### src/rtl/serial_byte_collector_pkg.sv
// serial_byte_collector_pkg: word geometry shared with the upstream serializing FIFO
package serial_byte_collector_pkg;
  localparam int DEF_DATA_W = 8;
  localparam int DEF_CNT_W  = $clog2(DEF_DATA_W);
  localparam int DEF_BUF_D  = 2;
endpackage

### src/rtl/serial_byte_collector_out_buf.sv
// collector_out_buf: circular valid/ready word buffer with sticky overflow on a dropped push
module collector_out_buf
  import serial_byte_collector_pkg::*;
#(
  parameter int DATA_W = DEF_DATA_W,
  parameter int BUF_D  = DEF_BUF_D
) (
  input  logic              clk,
  input  logic              rst_n,
  input  logic              i_push,
  input  logic [DATA_W-1:0] i_data,
  input  logic              i_ready,
  input  logic              i_clr,
  output logic [DATA_W-1:0] o_data,
  output logic              o_valid,
  output logic              o_ovf
);
  localparam int PW = (BUF_D > 1) ? $clog2(BUF_D) : 1;
  localparam int CW = $clog2(BUF_D + 1);
  logic [DATA_W-1:0] r_mem [BUF_D];
  logic [PW-1:0]     r_wp, r_rp;
  logic [CW-1:0]     r_cnt;
  logic              r_ovf;
  logic              w_pop, w_full, w_wr;
  always_comb begin
    w_pop  = o_valid & i_ready;
    w_full = r_cnt == CW'(BUF_D);
    w_wr   = i_push & (~w_full | w_pop);
  end
  assign o_valid = r_cnt != '0;
  assign o_data  = r_mem[r_rp];
  assign o_ovf   = r_ovf;
  always_ff @(posedge clk or negedge rst_n) begin
    if (!rst_n) begin
      r_mem <= '{default: '0};
      r_wp  <= '0;
      r_rp  <= '0;
      r_cnt <= '0;
      r_ovf <= 1'b0;
    end else begin
      if (w_wr) begin
        r_mem[r_wp] <= i_data;
        r_wp        <= (r_wp == PW'(BUF_D - 1)) ? '0 : r_wp + 1'b1;
      end
      if (w_pop) r_rp <= (r_rp == PW'(BUF_D - 1)) ? '0 : r_rp + 1'b1;
      r_cnt <= r_cnt + CW'(w_wr) - CW'(w_pop);
      // a set in the same cycle as a clear wins
      r_ovf <= (i_push & w_full & ~w_pop) | (r_ovf & ~i_clr);
    end
  end
endmodule

### src/rtl/serial_byte_collector.sv
// serial_byte_collector: reassembles LSB-first serial bits into words behind a valid/ready buffer
module serial_byte_collector
  import serial_byte_collector_pkg::*;
#(
  parameter int DATA_W = DEF_DATA_W,
  parameter int CNT_W  = DEF_CNT_W,
  parameter int BUF_D  = DEF_BUF_D
) (
  input  logic              clk,
  input  logic              rst_n,
  input  logic              i_ser_in,
  input  logic              i_ser_in_valid,
  input  logic              i_en,
  output logic              o_rd_en,
  output logic [DATA_W-1:0] o_byte_out,
  output logic              o_byte_out_valid,
  input  logic              i_byte_out_ready,
  output logic              o_frag_err,
  output logic              o_ovf_err,
  input  logic              i_clr_err
);
  // only the DATA_W-1 most recent bits need storing; the newest comes straight from i_ser_in
  logic [DATA_W-2:0] r_sr;
  logic [CNT_W-1:0]  r_bit_cnt;
  logic              r_frag, r_rd_en;
  logic [DATA_W-1:0] w_word;
  logic              w_last;
  always_comb begin
    w_word = {i_ser_in, r_sr};
    w_last = i_ser_in_valid & (r_bit_cnt == CNT_W'(DATA_W - 1));
  end
  always_ff @(posedge clk or negedge rst_n) begin
    if (!rst_n) begin
      r_sr      <= '0;
      r_bit_cnt <= '0;
      r_frag    <= 1'b0;
      r_rd_en   <= 1'b0;
    end else begin
      if (i_ser_in_valid) r_sr <= w_word[DATA_W-1:1];
      r_bit_cnt <= (!i_ser_in_valid || w_last) ? '0 : r_bit_cnt + 1'b1;
      r_frag    <= ~i_ser_in_valid & (r_bit_cnt != '0);
      r_rd_en   <= i_en & ~o_byte_out_valid & (r_bit_cnt == '0) & ~i_ser_in_valid;
    end
  end
  assign o_frag_err = r_frag;
  assign o_rd_en    = r_rd_en;
  collector_out_buf #(.DATA_W(DATA_W), .BUF_D(BUF_D)) u_buf (
    .clk     (clk),
    .rst_n   (rst_n),
    .i_push  (w_last),
    .i_data  (w_word),
    .i_ready (i_byte_out_ready),
    .i_clr   (i_clr_err),
    .o_data  (o_byte_out),
    .o_valid (o_byte_out_valid),
    .o_ovf   (o_ovf_err)
  );
endmodule

### config.mk
export PLATFORM = sky130hd
export DESIGN_NAME = serial_byte_collector
export DESIGN_NICKNAME = d
export VERILOG_FILES = /design/src/rtl/serial_byte_collector_pkg.sv /design/src/rtl/serial_byte_collector_out_buf.sv /design/src/rtl/serial_byte_collector.sv
export SDC_FILE = /design/constraint.sdc
export NUM_CORES = 1
export LEC_CHECK = 0
export CORE_ASPECT_RATIO = 1.5
export CORE_MARGIN = 5
export CORE_UTILIZATION = 30
export DETAILED_ROUTE_END_ITERATION = 10
export GPL_ROUTABILITY_DRIVEN = 0
export PLACE_DENSITY = 0.55
export SLEW_MARGIN = 10
export SYNTH_ARGS = -nofsm -noshare
export SYNTH_HDL_FRONTEND = slang
export SYNTH_HIERARCHICAL = 1
export SYNTH_SLANG_ARGS = --single-unit
### constraint.sdc
create_clock -name clk -period 2.11 [get_ports clk]
set_input_delay 0.5275 -clock clk [delete_from_list [all_inputs] [get_ports clk]]
set_output_delay 0.5275 -clock clk [all_outputs]
set_load 0.02 [all_outputs]
==> flow_summary.json <==
{
  "nets": 140,
  "numCtsBuffers": 5,
  "cts_root_buf": "clkbuf_8",
  "busiest_layer": "met2",
  "synth_edf_count": 0,
  "ys_ff_latch": 33,
  "cp_max_fo": 4,
  "status": "finished, final reports clean",
  "drc": 0,
  "wire_per_inst_um": 13.70,
  "gr-usage-met2_pct": 17.05,
  "skew_ns": 0.006159,
  "rsz0062_at_grt": "false",
  "crit_arrival_ns": 1.46,
  "fmax_ghz": 0.5026,
  "yosysTopAreaCell": "dfrtp_1",
  "cts.sinks": 33,
  "grt_max_degree": 34,
  "finalCritPeriodShare_pct": 94.29,
  "path_clk_slew_ns": 0.06,
  "synthCells": 96,
  "io_pins": 19,
  "gr-usage-met1_pct": 10.47,
  "drv_cap": 0,
  "synth_common_cells": "33 x dfrtp_1, 26 x mux2_2, 5 x ha_1, 5 x inv_1, 5 x mux2_4",
  "relSlewSlack_pct": 71.84,
  "grt_pass1_vias": 938,
  "hp-class": "reg -> reg",
  "drtAntennaViolNets": 0,
  "finalSetupViolations": 0,
  "post_dp_cell_area_mm2": 0.001783,
  "netlist_area_mm2": 0.001458,
  "timing.setup.tns_ns": 0,
  "total_power_w": 0.001610,
  "synth_flop_cell": "dfrtp_1",
  "synth_area_leaders": "dfrtp_1 57%, mux2_2 20%, mux2_4 5.2%",
  "portBuffers": 18,
  "antenna_cells": 0,
  "tritoncts": "built",
  "postSynthAreaPerCell_um2": 15.18,
  "cts_buffer_depth": 2,
  "crit_chain": "buf_2, mux2_2, dlygate4sd2_1",
  "syn_nets": 108,
  "worst_pin_slew_ns": 0.4224,
  "regToRegSetupSlack_ns": 0.16,
  "post-dp-hpwl_um": 1844,
  "fin_cells": 193,
  "cts_max_level": 2,
  "initial_core_util_pct": 30.55,
  "period_needed_ns": 1.990,
  "yosys.cell_types.count": 22,
  "end_kind": "output port",
  "core_mm2": 0.004771,
  "rows": 31,
  "die_w_um": 66.92,
  "synth_top_area_share_pct": 56.65,
  "cp_slowest_stage_delay_ns": 0.35,
  "worst-path-buf-inv": 2,
  "crit_family": "buffers and inverters",
  "clkLatencyLatePin_ns": 0.28,
  "die_y_um": 95.37,
  "critPathSlowestCell": "dfrtp_2",
  "power_density_mw_per_mm2": 865.0,
  "drive_gt1_share_pct": 44.09,
  "antenna_found_initial": 0,
  "drt_iter0_markers": 5,
  "dieArea_mm2": 0.006382,
  "grt_pass1_wl_um": 4485,
  "critical_path_class": "reg -> out",
  "synth.yosys.seq_area_share_pct": 56.65,
  "slew_viol_final": 0,
  "use_met3_pct": 3.066,
  "hold_violations": 0,
  "grt_usage_pct": 9.668,
  "vias_per_cell": 4.306,
  "synth_most_common_cell": "dfrtp_1",
  "yosysWarningCount": 6,
  "syn_to_final_growth_pct": 27.73,
  "p_leak_nw": 0.9145,
  "dr_total_vias": 831,
  "crit_path_start_kind": "flip-flop",
  "drt_pass1_iterations": 3,
  "place_inst": 185,
  "routed_wl_um": 2645,
  "required_ns": 1.58,
  "fin_area_mm2": 0.001862,
  "synthArstFlopShare_pct": 100.0,
  "grt-ovfl-total": 0,
  "ir_worst_vdd_mv": 0.4997
}
-- logic make-up after synthesis --
| kind of cell | share of synthesized area (%) |
|---|---|
| DFF | 56.65 |
| muxes | 25.24 |
| and+or+nand+nor | 8.414 |
| buffers and inverters | 2.317 |
| adders and majority gates | 4.292 |
| xor gates and xnor gates | 2.404 |
| AOI/OAI and AO/OA | 0.6860 |
-- through the flow --
stage,setup slack [ns],hold WS [ns],util (%)
3_5_place_dp,-0.09589,0.4781,37.37
4_1_cts,0.09522,0.4869,38.97
5_1_grt,0.01251,0.5117,39.02
2_1_floorplan,0.2875,0.2319,-
3_3_place_gp,0.003807,0.4626,37.37
6_report,0.1205,0.4832,39.02
-- layer usage --
layer  up-vias  part of all wire, %
met1       418                   39
met3         5                  3.4
met5         -                    0
met2        17                   55
li1        391                    -
met4         0                  2.0
-- registers in the layout, summed over array words and instances, names as in the netlist --
name	count
u_buf/r_cnt	2
u_buf/r_wp	1
o_rd_en	1
u_buf/r_rp	1
u_buf/r_mem	16
r_sr	7
o_frag_err	1
r_bit_cnt	3
u_buf/o_ovf	1
-- area by class of cell --
type / count / area [um2]
inverters: 5 / 18.77
flip-flops and latches: 33 / 827.0
well taps: 66 / 82.58
fillers: 470 / 2909
clock buffers: 5 / 68.82
repair buffers: 27 / 259.0
multi-input cells: 56 / 600.6
clock inverters: 1 / 5.005
-- cell usage in the layout, fill, tap and decap left out --
cell	Yosys	routed
and2_2	1	1
dlygate4sd2_1	0	9
dfrtp_1	33	32
nor2_2	1	1
buf_2	0	1
mux2_2	26	26
inv_1	5	5
ha_2	0	1
nor3b_4	2	2
or2_2	1	1
dfrtp_2	0	1
nand2b_1	1	1
mux2_4	5	5
buf_12	0	2
nor3b_2	1	1
nand2_1	2	2
clkbuf_8	0	5
nor2_1	1	1
and3b_2	2	2
xnor2_1	3	3
and4_1	1	1
o21ai_0	1	1
xor2_1	1	1
and2_1	1	1
a21oi_1	1	1
ha_1	5	4
buf_4	0	6
clkinv_2	0	1
clkdlybuf4s50_1	0	9
-- final timing paths --
kind	from	end	depth (start not counted)
min in group asynchronous	rst_n	r_bit_cnt[1]	2
setup reg to reg	r_bit_cnt[0]	u_buf/r_cnt[1]	9
setup / recovery	u_buf/r_rp	o_byte_out[0]	3
hold / removal	r_bit_cnt[0]	r_bit_cnt[0]	1
max in group asynchronous	rst_n	u_buf/r_rp	2
hold reg to reg	r_bit_cnt[0]	r_bit_cnt[0]	1
-- power by group --
group / leakage, nW / switching, W / internal [W]
clock network: 0.0399 / 0.000202 / 0.000216
logic: 0.442 / 0.000176 / 0.000216
registers: 0.433 / 0.0000741 / 0.000726
-- repair_timing --
item | 4_1_cts | 5_1_grt
endpoints found under the setup margin | 9 | 1
setup buffers | 2 | 0
resized for setup | 10 | 1
hold buffers | 0 | 0
(Power assumes the default switching activity.)
